$ cat src/rtl/sram22_req_ctrl.sv
// -----------------------------------------------------------------------------
// sram22_req_ctrl
//
// Initiator-side controller for a single-port sram22 macro (1-cycle read
// latency). A valid/ready request channel is turned into macro cycles, and read
// data returns on a valid/ready response channel. A 2-entry response FIFO
// ensures that macro dout is never lost when the response channel stalls.
//
// Build option:
//   SRAM22_CTRL_INIT_EN  when defined, the INIT state writes zero to every
//                        macro address (one per cycle) before entering RUN.
//                        When undefined, INIT lasts a single cycle and the
//                        macro is not written.
//
// Ports:
//   clk, rst_n                 clock (posedge) / asynchronous active-low reset
//   req_valid/req_ready        request handshake
//   req_we                     1 = write, 0 = read
//   req_wmask                  per-lane write mask (lane = DATA_WIDTH/WMASK_WIDTH bits)
//   req_addr, req_wdata        word address and write data
//   rsp_valid/rsp_ready        response handshake (reads only)
//   rsp_rdata                  read data, driven by the FIFO head
//   init_done                  high once the controller is in RUN
//   sram_we/wmask/addr/din     to the macro
//   sram_dout                  from the macro, valid the cycle after a read
// -----------------------------------------------------------------------------
module sram22_req_ctrl #(
  parameter int unsigned DATA_WIDTH  = 32,
  parameter int unsigned ADDR_WIDTH  = 6,
  parameter int unsigned WMASK_WIDTH = 8
) (
  input  logic                   clk,
  input  logic                   rst_n,
  // request channel
  input  logic                   req_valid,
  output logic                   req_ready,
  input  logic                   req_we,
  input  logic [WMASK_WIDTH-1:0] req_wmask,
  input  logic [ADDR_WIDTH-1:0]  req_addr,
  input  logic [DATA_WIDTH-1:0]  req_wdata,
  // response channel
  output logic                   rsp_valid,
  input  logic                   rsp_ready,
  output logic [DATA_WIDTH-1:0]  rsp_rdata,
  // status
  output logic                   init_done,
  // macro interface
  output logic                   sram_we,
  output logic [WMASK_WIDTH-1:0] sram_wmask,
  output logic [ADDR_WIDTH-1:0]  sram_addr,
  output logic [DATA_WIDTH-1:0]  sram_din,
  input  logic [DATA_WIDTH-1:0]  sram_dout
);

  typedef enum logic {
    ST_INIT = 1'b0,
    ST_RUN  = 1'b1
  } state_t;

  state_t state;
  state_t state_next;

  // Response path state
  logic [DATA_WIDTH-1:0] fifo_mem [2];
  logic                  wr_ptr;
  logic                  rd_ptr;
  logic [1:0]            count;
  logic                  inflight;   // a read was issued to the macro last cycle

  logic                  push;
  logic                  pop;
  logic [2:0]            occupancy;
  logic                  read_credit;
  logic                  req_fire;

`ifdef SRAM22_CTRL_INIT_EN
  logic [ADDR_WIDTH-1:0] sweep_addr;
`endif

  // ---------------------------------------------------------------------------
  // FSM: INIT -> RUN, RUN holds until reset
  // ---------------------------------------------------------------------------
  // NOTE: sequential state uses non-blocking assignments so every flop samples
  // the pre-edge values of the others, independent of process ordering.
  always_ff @(posedge clk or negedge rst_n) begin
    if (!rst_n) begin
      state <= ST_INIT;
    end else begin
      state <= state_next;
    end
  end

  // NOTE: every variable gets a default before any branch; otherwise a path
  // that leaves it unassigned would infer a latch.
  always_comb begin
    state_next = state;
    case (state)
      ST_INIT: begin
`ifdef SRAM22_CTRL_INIT_EN
        // The counter wraps on the same edge that enters RUN.
        if (sweep_addr == {ADDR_WIDTH{1'b1}}) begin
          state_next = ST_RUN;
        end
`else
        state_next = ST_RUN;
`endif
      end
      ST_RUN: begin
        state_next = ST_RUN;
      end
    endcase
  end

`ifdef SRAM22_CTRL_INIT_EN
  always_ff @(posedge clk or negedge rst_n) begin
    if (!rst_n) begin
      sweep_addr <= '0;
    end else if (state == ST_INIT) begin
      sweep_addr <= sweep_addr + 1'b1;
    end
  end
`endif

  assign init_done = (state == ST_RUN);

  // ---------------------------------------------------------------------------
  // Request acceptance
  // ---------------------------------------------------------------------------
  // A read needs a FIFO slot reserved for its data. Outstanding reads are those
  // buffered plus the one in flight; an entry leaving this cycle frees its slot
  // immediately, which is what lets a read issue every cycle while rsp_ready is
  // held high. The cost is a combinational path from rsp_ready to req_ready.
  assign rsp_valid   = (count != 2'd0);
  assign pop         = rsp_valid && rsp_ready;
  assign push        = inflight;
  assign occupancy   = {1'b0, count} + {2'b00, inflight} - {2'b00, pop};
  assign read_credit = (occupancy < 3'd2);

  assign req_ready = (state == ST_RUN) && (req_we || read_credit);
  assign req_fire  = req_valid && req_ready;

  // ---------------------------------------------------------------------------
  // Macro drive: idle cycles are reads with no mask, which leave the array
  // untouched.
  // ---------------------------------------------------------------------------
  always_comb begin
    sram_we    = 1'b0;
    sram_wmask = '0;
    sram_addr  = '0;
    sram_din   = '0;
`ifdef SRAM22_CTRL_INIT_EN
    // rst_n gates the sweep so the macro sees an idle cycle while reset is
    // held, even though the FSM already sits in INIT.
    if ((state == ST_INIT) && rst_n) begin
      sram_we    = 1'b1;
      sram_wmask = {WMASK_WIDTH{1'b1}};
      sram_addr  = sweep_addr;
      sram_din   = '0;
    end else
`endif
    if (req_fire) begin
      sram_we    = req_we;
      sram_wmask = req_wmask;
      sram_addr  = req_addr;
      sram_din   = req_wdata;
    end
  end

  // ---------------------------------------------------------------------------
  // Response FIFO. dout is only meaningful the cycle after a read, so it is
  // captured exactly when the in-flight flag is set; dout following a write is
  // never looked at. The credit check guarantees a push never meets a full FIFO.
  // ---------------------------------------------------------------------------
  // NOTE: the two data entries are reset along with the pointers so rsp_rdata
  // reads zero out of reset; at two words this is cheap, unlike a real RAM.
  always_ff @(posedge clk or negedge rst_n) begin
    if (!rst_n) begin
      fifo_mem[0] <= '0;
      fifo_mem[1] <= '0;
      wr_ptr      <= 1'b0;
      rd_ptr      <= 1'b0;
      count       <= 2'd0;
      inflight    <= 1'b0;
    end else begin
      inflight <= req_fire && !req_we;
      if (push) begin
        fifo_mem[wr_ptr] <= sram_dout;
        wr_ptr           <= ~wr_ptr;
      end
      if (pop) begin
        rd_ptr <= ~rd_ptr;
      end
      case ({push, pop})
        2'b10:   count <= count + 2'd1;
        2'b01:   count <= count - 2'd1;
        default: count <= count;
      endcase
    end
  end

  assign rsp_rdata = fifo_mem[rd_ptr];

endmodule

$ cat config.mk
export PLATFORM = sky130hd
export DESIGN_NAME = sram22_req_ctrl
export DESIGN_NICKNAME = d
export VERILOG_FILES = /design/src/rtl/sram22_req_ctrl.sv
export SDC_FILE = /design/constraint.sdc
export NUM_CORES = 1
export LEC_CHECK = 0
export ABC_AREA = 0
export ABC_CLOCK_PERIOD_IN_PS = 8770
export BUFFER_PORTS_ARGS = -buffer_cell sky130_fd_sc_hd__buf_2
export CAP_MARGIN = 10
export CORE_MARGIN = 8
export CORE_UTILIZATION = 36
export CTS_BUF_LIST = sky130_fd_sc_hd__clkbuf_2
export DETAILED_ROUTE_END_ITERATION = 16
export HOLD_SLACK_MARGIN = 0.12
export PLACE_DENSITY = 0.66
export SYNTH_ARGS = -nofsm -noshare
export SYNTH_HDL_FRONTEND = slang
export SYNTH_SLANG_ARGS = --single-unit
$ cat constraint.sdc
create_clock -name clk -period 8.77 [get_ports clk]
set_clock_uncertainty 0.2 [all_clocks]
set_input_delay 1.754 -clock clk [delete_from_list [all_inputs] [get_ports clk]]
set_output_delay 1.754 -clock clk [all_outputs]
set_load 0.01 [all_outputs]
==> metrics.cfg <==
[run_status]
status = finished, final reports clean

[synthesis]
synth.net_count = 457
synthAdderAreaFrac = 0.01133
synth_simple_gate_area_share = 0.1291
synth.area.mux_share = 0.2720
synth_edf_count = 0
syn_area_mm2 = 0.003975
synth.most_common_cell = mux2_2
synth_top_family_by_area = multiplexers
ys_types = 25
ys_seq_elements = 70
synthTopCellsByArea = dfrtp_1 (44%), mux2_2 (27%), nand4_1 (7.2%), o22ai_1 (7.2%), nand2_1 (4.8%)
avgSynthCellArea_um2 = 10.71
synth_commonest_cells = mux2_2 (94), dfrtp_1 (70), nand2_1 (51)
synth-seq-area-share = 0.4407
synthArstFlopShare = 1.000
synth_compound_area_frac = 0.07680
synth.largest_area_cell = dfrtp_1
synth-main-ff-cell = dfrtp_1
ys_warn_count = 0
yosys.area_share.xor_xnor = 0.01102
yosysTopAreaCellShare = 0.4407
syn_inst = 371

[cts]
clockBufferDepth = 2
tritoncts = yes
path_clk_slew_ns = 0.17
h-tree-depth = 3
cts_setup_buffers = 0
clock_sinks = 70
cts_resized = 0
cts_buffers = 9
cts_root_buffer = clkbuf_2
ctsHoldBuffers = 0
clock_latency_ns = 0.48

[timing]
tns_ns = 0
rsz0062_at_grt = no
timing.fmax_ghz = 0.1597
finalCriticalPeriod_ns = 6.262
timing.final.crit_share = 0.7140
tightest_slew_ns = 1.166
setup_violations = 0
hold_viol = 0
drv_slew = 0
max-slew-margin-rel = 0.2214

[floorplan]
io_pins = 165
dieArea_mm2 = 0.01466
die_h_um = 121.1
chipWidth_um = 121.1
rows = 38
coreArea_mm2 = 0.01079
start_util = 0.3683

[route]
top_layer = met4
drtIter0Drc = 154
vias = 3469
vias_per_cell = 5.296
drc_errors = 0
wl_met1_mm = 4.451
met3_wirelength_mm = 1.225
wl_met2_mm = 5.277
finalWirelength_mm = 11.02
firstDrtPassIters = 4
drtAntennaViolNets = 0
wire_per_inst_um = 16.82

[finish]
area_growth_pct = 23.36
antenna_cells = 0
fin_nets = 596
drive_above_1_share = 0.5476
stdcell_area_mm2 = 0.004903
fillers = 1027

[power]
powerDensity_mw_per_mm2 = 327.8
ir_drop_mv = 0.1548
p_leak_nw = 2.321

[global_routing]
overflow = 0
antenna_found_initial = 0
grt_pass1_vias = 3596
grt_usage = 0.1456
grt_pass1_wl_mm = 17.62
grt_max_degree = 71

[placed_design]
gp_congestion = 0.7462
placed_cell_area_mm2 = 0.004822
dp_hpwl_mm = 7.732
io_buffers = 164

[hold_path]
whs_path_depth = 1
holdCritPathClass = flip-flop to flip-flop
hp-start = fifo_mem[37]$_DFFE_PN0P_
hold_end = fifo_mem[37]$_DFFE_PN0P_

[job]
max_cap_violations = 0

[setup_path]
rr_endpoint = inflight$_DFF_PN0_
cp-end-kind = output pin
r2r_setup_slack_ns = 5.58
worstPathRequired_ns = 6.82
cp-start-kind = input pin
crit_fanout = 48
worst_r2r_path_depth = 6
rr_startpoint = count[1]$_DFFE_PN0N_
worstSetupPathType = input pin to output pin
crit_arrival_ns = 4.31

power breakdown:
| part | internal, W | total [W] | leakage (nW) | switching, W |
|---|---|---|---|---|
| combinational | 0.000420 | 0.000897 | 1.42 | 0.000477 |
| sequential | 0.000480 | 0.000566 | 0.846 | 0.0000860 |
| clock | 0.0000374 | 0.000145 | 0.0591 | 0.000107 |
| total | 0.000937 | 0.00161 | 2.32 | 0.000670 |
flip-flops by register name, indices dropped and copies added (netlist names):
register,count
init_done,1
fifo_mem,64
rd_ptr,1
count,2
wr_ptr,1
inflight,1
cells in the final DEF, fill, tap and decap left out:
cell type	n
clkbuf_2	11
xnor2_1	2
mux2_1	2
buf_2	164
o21a_1	1
dfrtp_1	70
or2_2	1
conb_1	1
xor2_4	1
fa_1	1
xor2_1	2
ha_1	2
clkinv_1	1
o22ai_1	46
nor2b_4	1
inv_1	3
buf_4	6
mux2_2	94
nor4b_1	1
and3_1	1
nand2b_1	1
nand4_1	46
o21ai_0	2
clkinvlp_4	1
nand2_1	51
clkinv_2	3
cells by family after synthesis:
| family | count (synthesis) |
|---|---|
| other | 1 |
| muxes | 96 |
| AOI/OAI and AO/OA | 49 |
| and+or+nand+nor | 102 |
| buffers and inverters | 45 |
| DFF | 70 |
| adders and majority gates | 3 |
| xor gates and xnor gates | 5 |
routing by layer:
layer | GRT usage | vias up
met2 | 0.2428 | 141
met3 | 0.06980 | 6
met1 | 0.1641 | 1676
met4 | 0.03513 | 0
li1 | - | 1646
met5 | 0 | -
layout make-up:
class / count / area, µm² / share of cell area
clock buffers: 11 / 55.05 / 0.01123
clock inverters: 5 / 26.28 / 0.005359
inverters: 3 / 11.26 / 0.002297
multi-input cells: 256 / 2018 / 0.4116
flip-flops and latches: 70 / 1752 / 0.3572
well taps: 140 / 175.2 / 0.03572
repair buffers: 170 / 865.8 / 0.1766
worst max-delay path, cell delays in order:
cell      delay [ns]
buf_2           0.09
o21a_1          0.12
ha_1            0.33
nand2b_1        0.18
fa_1            0.45
xor2_4          0.93
o22ai_1         0.23
buf_2           0.19
through the flow:
| step | setup slack (ns) | hold slack (ns) | util | std cells | power, W |
|---|---|---|---|---|---|
| 2_1_floorplan | 3.174 | 0.2541 | - | 371 | 0.001205 |
| 3_3_place_gp | 2.565 | 0.2643 | 0.4468 | 639 | 0.001451 |
| 3_5_place_dp | 2.470 | 0.2803 | 0.4468 | 639 | 0.001488 |
| 4_1_cts | 2.469 | 0.3190 | 0.4543 | 655 | 0.001636 |
| 5_1_grt | 2.323 | 0.3438 | 0.4543 | 655 | 0.001734 |
| 6_report | 2.508 | 0.3140 | 0.4543 | 655 | 0.001607 |
worst max-delay path by stage:
| stage | start | endpoint | cells past startpoint |
|---|---|---|---|
| 3_3_place_gp | rsp_ready | sram_din[7] | 8 |
| 6_report | rsp_ready | sram_wmask[5] | 8 |
| 2_1_floorplan | rsp_ready | sram_addr[0] | 8 |
| 5_1_grt | rsp_ready | sram_din[30] | 8 |
| 3_5_place_dp | rsp_ready | sram_din[7] | 8 |
| 4_1_cts | rsp_ready | sram_din[7] | 8 |
(Power assumes the default switching activity.)
